`src/rtl/dp1m4_pkg.sv`:
```
// dp1m4_pkg: shared constants, types and mask helper for the 2:4 sparse dot-product row
package dp1m4_pkg;
  localparam int grp = 4;
  localparam int idx_w = 2;
  localparam int psum_w = 20;
  typedef logic [psum_w-1:0] psum_t;
  typedef logic [grp-1:0] nib_t;
  function automatic int cnt_below(input nib_t m, input logic [idx_w-1:0] idx);
    int n;
    n = 0;
    for (int i = 0; i < grp; i++) if (i < int'(idx) && m[i]) n++;
    return n;
  endfunction
endpackage

```
`src/rtl/dp1m4_pe.sv`:
```
// dp1m4_pe: one column -- compressed weight select, multiply, wrapping accumulator
module dp1m4_pe
  import dp1m4_pkg::*;
#(
  parameter int bw = 4,
  parameter int psum_bw = 20,
  parameter int ncol = 2
) (
  input  logic                 clk,
  input  logic                 reset,
  input  logic [bw-1:0]        w [ncol],
  input  nib_t                 mask,
  input  logic [bw-1:0]        activation,
  input  logic [idx_w-1:0]     activation_index,
  input  logic                 load,
  input  logic                 execute,
  input  logic [psum_bw-1:0]   psum_in,
  output logic [psum_bw-1:0]   acc
);
  logic [bw-1:0] sel_w;
  logic [2*bw-1:0] prod;
  logic [psum_bw-1:0] add, acc_d, acc_q;
  int k;
  always_comb begin
    k = cnt_below(mask, activation_index);
    sel_w = '0;
    for (int i = 0; i < ncol; i++) if (mask[activation_index] && k == i) sel_w = w[i];
    prod = {{bw{1'b0}}, activation} * {{bw{1'b0}}, sel_w};
    add = execute ? psum_bw'(prod) : '0;
    acc_d = load ? psum_in + add : acc_q + add;
  end
  always_ff @(posedge clk) acc_q <= reset ? '0 : acc_d;
  assign acc = acc_q;
endmodule

```
`src/rtl/dp1m4_row.sv`:
```
// dp1m4_row: row of col PEs sharing one streamed activation, 2:4 compressed weights
module dp1m4_row
  import dp1m4_pkg::*;
#(
  parameter int col = 4,
  parameter int bw = 4,
  parameter int psum_bw = 20,
  parameter int ncol = 2,
  parameter int nnz = 8
) (
  input  logic                   clk,
  input  logic                   reset,
  input  logic [bw-1:0]          weights [nnz],
  input  logic [grp*col-1:0]     weight_mask,
  input  logic [bw-1:0]          activation,
  input  logic [idx_w-1:0]       activation_index,
  input  logic                   load,
  input  logic                   execute,
  input  logic [psum_bw-1:0]     psum_in [col],
  output logic                   load_out,
  output logic [psum_bw-1:0]     psum_out [col]
);
  logic load_out_d, load_out_q;
  always_comb load_out_d = load;
  always_ff @(posedge clk) load_out_q <= reset ? 1'b0 : load_out_d;
  assign load_out = load_out_q;
  for (genvar c = 0; c < col; c++) begin : g_pe
    logic [bw-1:0] w_c [ncol];
    always_comb for (int i = 0; i < ncol; i++) w_c[i] = weights[c*ncol+i];
    dp1m4_pe #(.bw(bw), .psum_bw(psum_bw), .ncol(ncol)) u_pe (
      .clk(clk),
      .reset(reset),
      .w(w_c),
      .mask(weight_mask[grp*c +: grp]),
      .activation(activation),
      .activation_index(activation_index),
      .load(load),
      .execute(execute),
      .psum_in(psum_in[c]),
      .acc(psum_out[c])
    );
  end
endmodule

```
`config.mk`:
```
export PLATFORM = sky130hd
export DESIGN_NAME = dp1m4_row
export DESIGN_NICKNAME = d
export VERILOG_FILES = /design/src/rtl/dp1m4_pkg.sv /design/src/rtl/dp1m4_pe.sv /design/src/rtl/dp1m4_row.sv
export SDC_FILE = /design/constraint.sdc
export NUM_CORES = 1
export LEC_CHECK = 0
export CAP_MARGIN = 20
export CORE_ASPECT_RATIO = 1.1
export CORE_MARGIN = 4
export CORE_UTILIZATION = 46
export CTS_BUF_LIST = sky130_fd_sc_hd__clkbuf_2
export DETAILED_ROUTE_END_ITERATION = 6
export PLACE_DENSITY = 0.86
export SLEW_MARGIN = 20
export SYNTH_ARGS = -nofsm -noshare
export SYNTH_HDL_FRONTEND = slang
export SYNTH_SLANG_ARGS = --single-unit
```
`constraint.sdc`:
```
create_clock -name clk -period 6.8 [get_ports clk]
set_clock_uncertainty 0.05 [all_clocks]
set_input_delay 1.36 -clock clk [delete_from_list [all_inputs] [get_ports clk]]
set_output_delay 1.36 -clock clk [all_outputs]
set_load 0.005 [all_outputs]
```
### Yosys cells after proc, flatten, opt, wreduce, memory -nomap -nowiden

Index checks and enable logic that the tools add are counted.

* add/subtract/negate cells: 16
* multiply operators: 4
* divide/modulo/power cells: 0
* order comparisons: 4
* eq/ne operators: 4
* shifts and indexed selects: 0
* mux-type cells: 36
* bitwise gates (word level): 0
* reductions and logical operators: 24

Operators with widths (number)
* 2-to-1 mux 32 bit: 8
* adder 20 bit: 8
* adder 32 x 2 -> 32 bit, second input constant: 4
* == test 32 x 2 -> 1 bit, second input constant: 4
* logical NOT 32 bit: 4
* 2-to-1 mux 20 bit: 4
* multiplier 4 x 4 -> 8 bit: 4
* 2-to-1 mux 4 bit: 8
* 2-to-1 mux 8 bit: 4
* logical AND 1 bit: 20
* adder 1 x 1 -> 2 bit, second input constant: 4
* binary-select mux 1 bit (select 2 bit): 4
* 2-to-1 mux 1 bit: 8
* less-than comparator 1 x 2 -> 1 bit, first input constant: 2
* less-than comparator 2 x 3 -> 1 bit, second input constant: 1
* less-than comparator 2 bit, first input constant: 1

* register bits after elaboration: 81
* bits in latches: 0
* RAM bits: 0
* ROM bits: 0
* input port bits: 138
* logic and storage cells: 93
* memories kept: 0

### Logic depth before layout (Yosys ltp)

Gate-level depths: netlist (run 1).

* depth after elaboration: 15
* gate-level depth with buffers: 27
* gate-level depth less buffers: 25

### Modules after synthesis

A second synthesis (run 1) with hierarchy kept.

* cell total of the unflattened synthesis: 939
* area, all modules: 8252.9 um^2

By module, submodules not included
* dp1m4_pe (g_pe[0].u_pe ...): instances 2, cells each 240, area an instance 2068.2 um^2
* dp1m4_pe (g_pe[1].u_pe): instances 1, cells each 229, area an instance 2072.0 um^2
* dp1m4_pe (g_pe[3].u_pe): instances 1, cells each 228, area an instance 2010.7 um^2
* dp1m4_row: instances 1, cells each 2, area an instance 33.8 um^2

### Worst setup path before layout (run 1)

OpenSTA, ideal clock, no wires.

* kind: input -> register
* start: in activation_index[1]
* end: reg g_pe[2].u_pe.acc_q[18]
* data arrival time: 6554 ps
* required time: 6621 ps
* slack: 67 ps
* cell stages on the path: 27
* path buffers: 2
* cells stage by stage: buf_2 > clkbuf_1 > o21ai_0 > ha_1 > nand2_1 > mux2_2 > nor2_1 > a22oi_1 > nor2b_1 > nand2_1 > fa_1 > inv_1 > fa_1 > inv_1 > fa_1 > inv_1 > a21o_1 > a21oi_1 > xnor2_1 > and2_1 > ha_1 > o21ai_0 > a221oi_2 > nand4b_1 > nor3_2 > xor2_1 > nor2_1

* longest elaborated chain between the ends: 15
* elaborated cells between the ends (all ways): 24
* those cells by class: add/sub: 4; mul: 1; order compare: 3; eq/ne: 1; mux: 9; reduce/logical: 6

RTL lines
* start: declaration: RTL line dp1m4_row.sv:16 `input logic [idx_w-1:0] activation_index,`
* less-than comparator 1 x 2 -> 1 bit: RTL line dp1m4_pkg.sv:11 `for (int i = 0; i < grp; i++) if (i < int'(idx) && m[i]) n++;`
* logical AND 1 bit: RTL line dp1m4_pkg.sv:11
* 2-to-1 mux 1 bit: RTL line dp1m4_pkg.sv:11
* adder 1 x 1 -> 2 bit: RTL line dp1m4_pkg.sv:11
* 2-to-1 mux 32 bit: RTL line dp1m4_pkg.sv:11
* adder 32 x 2 -> 32 bit: RTL line dp1m4_pkg.sv:11
* 2-to-1 mux 32 bit: RTL line dp1m4_pkg.sv:11
* logical NOT 32 bit: RTL line dp1m4_pe.sv:27 `for (int i = 0; i < ncol; i++) if (mask[activation_index] && k == i) sel_w = w[i];`
* logical AND 1 bit: RTL line dp1m4_pe.sv:27
* 2-to-1 mux 4 bit: RTL line dp1m4_pe.sv:27
* 2-to-1 mux 4 bit *: RTL line dp1m4_pe.sv:27
* multiplier 4 x 4 -> 8 bit *: RTL line dp1m4_pe.sv:28 `prod = {{bw{1'b0}}, activation} * {{bw{1'b0}}, sel_w};`
* 2-to-1 mux 8 bit *: RTL line dp1m4_pe.sv:29 `add = execute ? psum_bw'(prod) : '0;`
* adder 20 bit: RTL line dp1m4_pe.sv:30 `acc_d = load ? psum_in + add : acc_q + add;`
* 2-to-1 mux 20 bit *: RTL line dp1m4_pe.sv:30
* end signal: assignment: RTL line dp1m4_pe.sv:32 `always_ff @(posedge clk) acc_q <= reset ? '0 : acc_d;`
* end: declaration: RTL line dp1m4_pe.sv:22 `logic [psum_bw-1:0] add, acc_d, acc_q;`

Mark *: on every way between the ends. The rest lies on a longest branch, timed or not. The select of a mux whose other input is x is not followed.
A chain may end at the register's enable or synchronous reset.

### Worst setup path after layout (run 1)

* start: in weight_mask[8]
* end: reg g_pe[2].u_pe.acc_q[17]

* longest elaborated chain between the ends: 14
* elaborated cells between the ends (all ways): 19
* those cells by class: add/sub: 4; mul: 1; eq/ne: 1; mux: 9; reduce/logical: 4

RTL lines
* start: declaration: RTL line dp1m4_row.sv:14 `input logic [grp*col-1:0] weight_mask,`
* logical AND 1 bit: RTL line dp1m4_pkg.sv:11
* 2-to-1 mux 1 bit: RTL line dp1m4_pkg.sv:11
* adder 1 x 1 -> 2 bit: RTL line dp1m4_pkg.sv:11
* 2-to-1 mux 32 bit: RTL line dp1m4_pkg.sv:11
* adder 32 x 2 -> 32 bit: RTL line dp1m4_pkg.sv:11
* 2-to-1 mux 32 bit: RTL line dp1m4_pkg.sv:11
* logical NOT 32 bit: RTL line dp1m4_pe.sv:27
* logical AND 1 bit: RTL line dp1m4_pe.sv:27
* 2-to-1 mux 4 bit: RTL line dp1m4_pe.sv:27
* 2-to-1 mux 4 bit *: RTL line dp1m4_pe.sv:27
* multiplier 4 x 4 -> 8 bit *: RTL line dp1m4_pe.sv:28
* 2-to-1 mux 8 bit *: RTL line dp1m4_pe.sv:29
* adder 20 bit: RTL line dp1m4_pe.sv:30
* 2-to-1 mux 20 bit *: RTL line dp1m4_pe.sv:30

Marked as above.

==> flow_metrics.tcl, run 1 <==
set metrics [dict create \
    cp-end-kind "flop" \
    ys_warn_count 0 \
    synth.area.top_cells "dfxtp_1 20%, ha_1 14%, mux2_2 6.2%" \
    clock_latency_ns 0.61 \
    wl_mm 21.3 \
    hpwl_mm 17.5 \
    finalHoldViolCount 0 \
    ys_async_sr_fraction_pct 0 \
    critPathLaunch "weight_mask[8]" \
    dr.pass1.iters 5 \
    setup_violations 0 \
    die_y_um 146 \
    grt_max_degree 82 \
    min_period_ns 6.45 \
    synthDistinctLibCells 62 \
    via_per_inst 5.22 \
    syn_area_sq_um 7960 \
    clk_pin_slew_ns 0.23 \
    ir_worst_vdd_uv 95.5 \
    utilization_pct 65.0 \
    fmax_mhz 155 \
    synth-seq-area-share_pct 20.4 \
    r2r-start "g_pe[3].u_pe.acc[0]" \
    drtAntennaViolNets 0 \
    synthCells 918 \
    cts_sinks 81 \
    synth_area_leader_cell "dfxtp_1" \
    ioPinCount 219 \
    slew_viol_final 0 \
    worstPathMaxFanout 8 \
    synth_edf_count 0 \
    ctsRootBufferMaster "clkbuf_2" \
    max_slew_margin_pct 38.5 \
    r2r_setup_slack_ns 4.18 \
    fillers 1381 \
    cp.arrival_ns 6.85 \
    worstRegToRegCells 9 \
    die_area_sq_um 19500 \
    vias 7511 \
    maxCapViolations 0 \
    postCtsSetupBuffers 0 \
    power_density_nw_per_um2 147 \
    cp_slowest_cell "fa_1" \
    grt_pass1_wl_mm 35.2 \
    tightest_slew_ns 0.920 \
    core-area_sq_um 17000 \
    drtIter0Drc 309 \
    initial_utilization_pct 46.8 \
    antenna_found_initial 1 \
    worst_path_most_repeated_cell "fa_1" \
    cp-start-kind "input pin" \
    p_leak_nw 5.04 \
    drc 0 \
    htreeDepth 3 \
    grt_pass1_vias 7618 \
    p_total_mw 1.63 \
    rsz0062_at_grt "false" \
    slowest_delay_ns 0.56 \
    cts_max_path_buffers 2 \
    status "complete, no violations" \
    synth-seq-cells 81 \
    reg2reg_to "g_pe[3].u_pe.acc[16]" \
    portBuffers 218 \
    hold_class "flop to flop" \
    cts_made_buffers 9 \
    path_class "input pin to flop" \
    cp_cell_sequence "clkdlybuf4s50_1 -> o21ai_0 -> ha_1 -> nand2_1 -> mux2_2 -> nor2_1 -> a22oi_1 -> nor2b_1 -> nand2_1 -> fa_1 -> inv_1 -> fa_1 -> inv_1 -> fa_1 -> xnor2_1 -> and2_1 -> ha_1 -> and2_1 -> a221oi_1 -> a21oi_2 -> o21ai_2 -> buf_4 -> o21ai_0 -> nor3b_1" \
    cts_tree "built" \
    post-route-period-util_pct 94.9 \
    cp-endpoint "g_pe[2].u_pe.acc[17]" \
    synth_top_flop_cell "dfxtp_1" \
    yosys.area.top_type_share_pct 20.4 \
    final_layout_size_suffix_gt1_share_pct 15.0 \
    area_growth_pct 39.1 \
    cp.required_ns 7.20 \
    place.gp.congestion 0.862 \
    wl_per_cell_um 14.8 \
    placementRows 50 \
    synth_nets 1164 \
    min_from "g_pe[0].u_pe.acc[14]" \
    gr-total-overflow 0 \
    grtUsageTotal_pct 21.5 \
    nets 1446 \
    avgSynthCellArea_sq_um 8.67 \
    die_x_um 133 \
]
flip-flops by register name, indices dropped and copies added (netlist names):
| name | cells |
|---|---|
| load_out | 1 |
| g_pe.u_pe.acc | 80 |
Yosys cell counts (20+ instances only):
library cell  count
a21oi_1          43
and2_1           62
dfxtp_1          81
fa_1             20
ha_1             88
inv_1            42
mux2_2           44
mux2i_1          28
nand2_1          47
nand3_1          25
nor2_1           98
nor2b_1          36
o21ai_0          24
xnor2_1          51
xor2_1           29
area by class of cell:
class	instances	area [sq um]	share of cell area, %
Sequential cell	81	1620	14.7
Clock buffer	10	50.0	0.452
Antenna cell	2	5.00	0.0452
Clock inverter	5	81.3	0.735
Multi-Input combinational cell	762	6020	54.4
Inverter	42	158	1.42
Tap cell	234	293	2.65
Timing Repair Buffer	304	2840	25.6
how the worst min path moves through the flow:
stage | slack [ns] | cells past startpoint | endpoint
floorplan | 0.56 | 3 | g_pe[0].u_pe.acc[19]
finish | 0.61 | 3 | g_pe[0].u_pe.acc[14]
global placement | 0.55 | 3 | g_pe[0].u_pe.acc[19]
CTS | 0.61 | 3 | g_pe[0].u_pe.acc[14]
detailed placement | 0.58 | 3 | g_pe[0].u_pe.acc[14]
global route | 0.65 | 3 | g_pe[0].u_pe.acc[19]
stage by stage:
step | setup slack (ns) | cell area (sq um) | instances | TNS (ns) | hold slack [ns]
after floorplan | 0.0666 | 7960 | 918 | 0 | 0.561
after global placement | -0.420 | 10900 | 1423 | -10.77 | 0.551
after detailed placement | -0.547 | 10900 | 1423 | -17.63 | 0.581
after CTS | 0.109 | 11000 | 1438 | 0 | 0.606
after global routing | 0.0483 | 11100 | 1439 | 0 | 0.654
final | 0.350 | 11100 | 1440 | 0 | 0.607
where the power goes:
part	leakage, nW	internal, mW	switching (mW)
Clock	0.0780	0.121	0.179
Combinational	4.29	0.436	0.335
Sequential	0.670	0.526	0.0312
metal layers:
| metal | GRT usage (%) | up-vias | wire length (um) | share of wire, % |
|---|---|---|---|---|
| met5 | 0 | - | 0 | 0 |
| met4 | 4.73 | 0 | 299 | 1.4 |
| met3 | 5.05 | 18 | 1330 | 6.3 |
| met2 | 38.9 | 228 | 10500 | 50 |
| met1 | 25.9 | 3501 | 9090 | 43 |
| li1 | - | 3764 | - | - |
critical path: cells and delay by family:
family	cells	cell delay [ns]
AO/OA/AOI/OAI	6	1.09
multiplexers	1	0.26
adder cells (fa/ha/maj)	5	2.23
buffers and inverters	4	0.78
AND/OR/NAND/NOR	7	0.97
XOR/XNOR	1	0.15
repair_timing:
action	4_1_cts	5_1_grt
resized for setup	0	7
endpoints found under the setup margin	0	41
hold buffers	0	0
cells by family (layout without fill, tap and decap cells):
logic type	after synthesis	count (layout)	share of synthesized area (%)
compound gates	158	158	13.7
xor+xnor	80	80	8.81
fa+ha+maj	108	108	18.9
buf+inv	75	361	4.17
flops	81	81	20.4
mux	76	76	10.9
other cells	0	2	0
simple gates	340	340	23.2
cell usage in the layout, fill, tap and decap left out, drive strengths merged, types with 7 or more instances in the layout:
cell / n
clkdlybuf4s50: 214
nor2: 99
ha: 88
buf: 88
dfxtp: 81
and2: 62
xnor2: 51
nand2: 47
mux2: 44
a21oi: 44
inv: 42
nor2b: 37
xor2: 29
mux2i: 28
o21ai: 27
nand3: 26
fa: 20
a22oi: 18
a21o: 17
nor3: 17
nand2b: 13
o21a: 12
clkbuf: 10
a32oi: 9
or3: 7
nand4: 7
No activity file was read; power rests on OpenSTA's default activity.
==> run 2: changes to the inputs <==
--- a/config.mk
+++ b/config.mk
@@ -12,6 +12,7 @@
 export CTS_BUF_LIST = sky130_fd_sc_hd__clkbuf_2
 export DETAILED_ROUTE_END_ITERATION = 6
 export PLACE_DENSITY = 0.86
+export RECOVER_POWER = 50
 export SLEW_MARGIN = 20
 export SYNTH_ARGS = -nofsm -noshare
 export SYNTH_HDL_FRONTEND = slang
==> run 2 against run 1 <==
The run now ends with max-capacitance violations, max-slew violations left. Fmax hardly changed. Wire length is 0.37% lower. Die area stayed put. Clock-buffer cell count stayed put. Flip-flop and latch count stayed put. Worst setup slack better by 0.0011 ns. Global-route usage stayed put. Critical endpoint unchanged. Largest cell class unchanged. Largest power group unchanged.
==> flow_metrics.tcl, run 2 (synthesis results as in run 1) <==
set metrics [dict create \
    place.gp.congestion 0.862 \
    whs_ns 0.604 \
    crit_cells 24 \
    drc 0 \
    p_leak_nw 5.23 \
    fmax_mhz 155 \
    utilization_pct 65.0 \
    cts_made_buffers 9 \
    via_per_inst 5.20 \
    core-area_sq_um 17000 \
    cp-endpoint "g_pe[2].u_pe.acc[17]" \
    violations "max-capacitance violations, max-slew violations" \
    die_y_um 146 \
    worstRegToRegCells 9 \
    cp_cell_sequence "clkdlybuf4s50_1 -> o21ai_0 -> ha_1 -> nand2_1 -> mux2_2 -> nor2_1 -> a22oi_1 -> nor2b_1 -> nand2_1 -> fa_1 -> inv_1 -> fa_1 -> inv_1 -> fa_1 -> xnor2_1 -> and2_1 -> ha_1 -> and2_1 -> a221oi_1 -> a21oi_2 -> o21ai_2 -> buf_4 -> o21ai_0 -> nor3b_1" \
    layout_common_cells "135 x clkdlybuf4s50_1, 97 x nor2_1, 88 x ha_1" \
    grt_pass1_vias 7618 \
    cts_sinks 81 \
    cp.arrival_ns 6.85 \
    wl_mm 21.2 \
    hpwl_mm 17.5 \
    final_common_cell "clkdlybuf4s50_1" \
    cts_hold_buffers 0 \
    placementRows 50 \
    wl_per_cell_um 14.7 \
    gr-total-overflow 0 \
    grt_pass1_wl_mm 35.2 \
    worst_path_most_repeated_cell "fa_1" \
    nets 1446 \
    die_x_um 133 \
    cp-start-kind "input pin" \
    drtIter0Drc 327 \
    vias 7483 \
    worst-path-buf-inv 4 \
    clk_pin_slew_ns 0.22 \
    clock_latency_ns 0.61 \
    rsz0062_at_grt "false" \
    post-route-period-util_pct 94.8 \
    htreeDepth 3 \
    tightest_slew_ns 1.65 \
    slew_viol_final 36 \
    cts_max_path_buffers 2 \
    cp.required_ns 7.20 \
    r2r_setup_slack_ns 4.18 \
    critPathLaunch "weight_mask[8]" \
    antenna_found_initial 1 \
    grt_max_degree 82 \
    status "complete, but fails checks" \
    min_period_ns 6.45 \
    ctsRootBufferMaster "clkbuf_2" \
    initial_utilization_pct 46.8 \
    cp-end-kind "flop" \
    slowest_delay_ns 0.56 \
    largest_register_ffs 80 \
    setup_violations 0 \
    hold_class "flop to flop" \
    ir_worst_vdd_uv 94.7 \
    area_growth_pct 39.0 \
    final_layout_size_suffix_gt1_share_pct 14.9 \
    drtAntennaViolNets 0 \
    die_area_sq_um 19500 \
    path_class "input pin to flop" \
    cp_slowest_cell "fa_1" \
    reg2reg_to "g_pe[3].u_pe.acc[16]" \
    r2r-start "g_pe[3].u_pe.acc[0]" \
    dr.pass1.iters 5 \
    dp_slack_ns -0.547 \
    grtUsageTotal_pct 21.5 \
    worstPathMaxFanout 8 \
    finalHoldViolCount 0 \
    crit_family "adder cells" \
    max_slew_margin_pct -9.74 \
    cts_tree "built" \
    power_density_nw_per_um2 145 \
    maxCapViolations 1 \
    layout_setup_ws_ns 0.351 \
    ioPinCount 219 \
    portBuffers 218 \
]
## run 2: how the worst min path moves through the flow
stage / slack, ns / startpoint / to / cells after the start
3_5_place_dp: 0.58 / g_pe[0].u_pe.acc[14] / g_pe[0].u_pe.acc[14] / 3
5_1_grt: 0.65 / g_pe[0].u_pe.acc[19] / g_pe[0].u_pe.acc[19] / 3
2_1_floorplan: 0.56 / g_pe[0].u_pe.acc[19] / g_pe[0].u_pe.acc[19] / 3
3_3_place_gp: 0.55 / g_pe[0].u_pe.acc[19] / g_pe[0].u_pe.acc[19] / 3
4_1_cts: 0.61 / g_pe[0].u_pe.acc[14] / g_pe[0].u_pe.acc[14] / 3
6_report: 0.60 / g_pe[0].u_pe.acc[14] / g_pe[0].u_pe.acc[14] / 3
## run 2: metrics by stage
step	TNS [ns]	power [mW]	instances	area, sq um
floorplan	0	0.977	918	7960
CTS	0	1.64	1438	11000
finish	0	1.61	1439	11100
detailed placement	-17.63	1.34	1423	10900
global placement	-10.77	1.31	1423	10900
global route	0	1.73	1439	11100
## run 2: layout make-up
| class | count | area (sq um) |
|---|---|---|
| Antenna cell | 1 | 2.50 |
| Clock buffer | 10 | 50.0 |
| Clock inverter | 5 | 81.3 |
| Fill cell | 1382 | 5960 |
| Inverter | 42 | 158 |
| Multi-Input combinational cell | 762 | 6020 |
| Sequential cell | 81 | 1620 |
| Tap cell | 234 | 293 |
| Timing Repair Buffer | 304 | 2830 |
## run 2: worst reg2reg max path, delay by kind of cell, from the launching register on
| family | cells | cell delay (ns) |
|---|---|---|
| adder cells (fa/ha/maj) | 2 | 0.64 |
| multiplexers | 1 | 0.26 |
| AND/OR/NAND/NOR | 2 | 0.26 |
| XOR/XNOR | 1 | 0.16 |
| flip-flops | 1 | 0.37 |
| AO/OA/AOI/OAI | 3 | 0.73 |
## run 2: metal layers
metal	up-vias	GRT usage [%]	share of wire [%]
met5	-	0	0
met4	0	4.73	1.4
met3	18	5.05	7.0
met2	237	38.9	50
met1	3468	25.9	42
li1	3760	-	-
## run 2: power breakdown
group / switching (mW) / internal (mW) / leakage [nW]
sequential: 0.0290 / 0.526 / 0.670
combinational: 0.335 / 0.418 / 4.48
clock: 0.179 / 0.121 / 0.0780
total: 0.543 / 1.06 / 5.23
## run 2: timing repair
item                                    in CTS  in global routing
endpoints found under the setup margin       0                 41
gates resized for setup                      0                  7
setup buffers                                0                  0
==> run 3: changes to the inputs <==
--- a/config.mk
+++ b/config.mk
@@ -7,12 +7,12 @@
 export LEC_CHECK = 0
 export CAP_MARGIN = 20
 export CORE_ASPECT_RATIO = 1.1
-export CORE_MARGIN = 4
 export CORE_UTILIZATION = 46
 export CTS_BUF_LIST = sky130_fd_sc_hd__clkbuf_2
 export DETAILED_ROUTE_END_ITERATION = 6
 export PLACE_DENSITY = 0.86
 export RECOVER_POWER = 50
+export SKIP_LAST_GASP = 1
 export SLEW_MARGIN = 20
 export SYNTH_ARGS = -nofsm -noshare
 export SYNTH_HDL_FRONTEND = slang
==> run 3 against run 2 <==
The run still ends with max-capacitance violations, max-slew violations left. Die area shrank 8.4%. Total power shrank 0.97%. Global-route usage grew 2.5 points. Cell area is essentially flat. Combinational power grew 1%. Sequential power is essentially flat. Sequential share of layout area is essentially flat. Clock power shrank 8.3%. Clock-buffer cell count grew 1. Wire length is essentially flat. Fmax shrank 1.1%. Critical path type unchanged. Largest power group unchanged.
==> flow_metrics.tcl, run 3 (synthesis results as in run 1) <==
set metrics [dict create \
    grt_max_degree 82 \
    gr-total-overflow 0 \
    grt_pass1_wl_mm 35.0 \
    cts_sinks 81 \
    grtUsageMet2_pct 45.3 \
    grt_pass1_vias 7593 \
    layout_common_cells "135 x clkdlybuf4s50_1, 96 x nor2_1, 89 x buf_4" \
    sequentialPowerShare_pct 34.9 \
    fmax_mhz 153 \
    largest_register_ffs 80 \
    slew_viol_final 47 \
    cp_slowest_cell "fa_1" \
    initial_utilization_pct 46.9 \
    cts_hold_buffers 0 \
    p_leak_nw 5.23 \
    ir_worst_vdd_uv 70.5 \
    worst-path-buf-inv 3 \
    final_layout_size_suffix_gt1_share_pct 15.4 \
    post-route-period-util_pct 95.9 \
    power_frac_clock_pct 17.3 \
    r2r_setup_slack_ns 4.16 \
    tightest_slew_ns 2.30 \
    htreeDepth 3 \
    path_class "input pin to flop" \
    ctsRootBufferMaster "clkbuf_2" \
    maxCapViolations 1 \
    dr.pass1.iters 4 \
    cp-start-kind "input pin" \
    die_y_um 140 \
    pwr-share-comb_pct 47.8 \
    drtAntennaViolNets 0 \
    p_total_mw 1.59 \
    worstPathMaxFanout 6 \
    area_growth_pct 39.0 \
    cts_tree "built" \
    final_common_cell "clkdlybuf4s50_1" \
    power_density_nw_per_um2 144 \
    min_period_ns 6.52 \
    placementRows 50 \
    max_slew_margin_pct -53.2 \
    grtUsageTotal_pct 24.1 \
    use_met1_pct 27.9 \
    cts_max_path_buffers 2 \
    crit_family "adder cells" \
    core-area_sq_um 17000 \
    status "complete, but fails checks" \
    worst_path_most_repeated_cell "ha_1" \
    cp-end-kind "flop" \
    hold_class "flop to flop" \
    cp.required_ns 7.20 \
    grt.busiest_layer "met2" \
    wl_per_cell_um 14.7 \
    grt_use_met3_pct 3.78 \
    wl_mm 21.2 \
    power.switching_mw 0.556 \
    antenna_found_initial 1 \
    via_per_inst 5.23 \
    die_area_sq_um 17800 \
    drtIter0Drc 321 \
    place.gp.congestion 0.870 \
    drc 0 \
    nets 1450 \
    cts_made_buffers 9 \
    setup_violations 0 \
    ioPinCount 219 \
    vias 7546 \
    slowest_delay_ns 0.54 \
    p_int_mw 1.04 \
    clk_pin_slew_ns 0.24 \
    die_x_um 127 \
    p_sw_share_pct 34.9 \
    rsz0062_at_grt "false" \
    clock_latency_ns 0.59 \
    violations "max-capacitance violations, max-slew violations" \
    finalHoldViolCount 0 \
    hpwl_mm 17.3 \
    whs_ns 0.601 \
    cp.arrival_ns 6.92 \
    portBuffers 218 \
]
## run 3: changes by cell type in the layout (fill, tap and decap cells not counted)
cell | previous run | this run
o31ai_2 | 1 | 2
nor3_2 | 2 | 3
nor2_1 | 97 | 96
clkinv_1 | 0 | 1
nor2_2 | 2 | 3
buf_4 | 84 | 89
nor3_1 | 15 | 14
clkinvlp_4 | 1 | 0
o31ai_4 | 1 | 0
clkinv_4 | 1 | 2
bufinv_16 | 2 | 1
clkbuf_2 | 10 | 11
dlymetal6s2s_1 | 2 | 1
## run 3: per-stage QoR
step | TNS, ns | cells | cell area [sq um] | utilization, % | setup slack [ns]
6_report | 0 | 1444 | 11100 | 65.2 | 0.281
5_1_grt | 0 | 1444 | 11100 | 65.2 | 0.00346
4_1_cts | 0 | 1442 | 11000 | 65.1 | 0.0805
3_5_place_dp | -21.00 | 1426 | 10900 | 64.5 | -0.571
3_3_place_gp | -10.50 | 1426 | 10900 | 64.5 | -0.378
2_1_floorplan | 0 | 918 | 7960 | - | 0.0666
## run 3: final cells by class
class | instances | area (sq um)
clock inverters | 5 | 56.3
multi-input cells | 762 | 6020
diodes | 1 | 2.50
repair buffers | 308 | 2860
clock buffers | 11 | 55.1
inverters | 42 | 158
fillers | 1335 | 5890
flip-flops and latches | 81 | 1620
well taps | 234 | 293
## run 3: per-layer routing
metal  routed length [um]  vias to the layer above
met3                 1100                       26
met1                 9250                     3514
met4                  318                        2
li1                     -                     3778
met5                    6                        -
met2                10500                      226
## run 3: worst paths after layout
kind / from / endpoint / depth (start not counted)
setup / recovery: weight_mask[0] / g_pe[0].u_pe.acc[11] / 27
hold / removal: g_pe[0].u_pe.acc[19] / g_pe[0].u_pe.acc[19] / 3
setup reg to reg: g_pe[0].u_pe.acc[0] / g_pe[0].u_pe.acc[16] / 9
hold reg to reg: g_pe[0].u_pe.acc[19] / g_pe[0].u_pe.acc[19] / 3
## run 3: power by group through the flow
stage	registers (mW)	clock network, mW	logic [mW]
floorplan	0.567	0	0.410
global placement	0.565	0	0.749
detailed placement	0.568	0	0.775
CTS	0.558	0.285	0.780
global route	0.563	0.303	0.840
finish	0.556	0.275	0.761
## run 3: tightest hold or removal path, stage by stage, from the launching register on
cell     delay [ns]
dfxtp_1        0.37
mux2i_1        0.08
xor2_1         0.15
nor2_1         0.05
## run 3: what timing repair did
action                                  CTS  global route
endpoints found under the hold margin     0             0
resized for setup                         0             8
endpoints found under the setup margin    0            46
setup buffers                             0             1
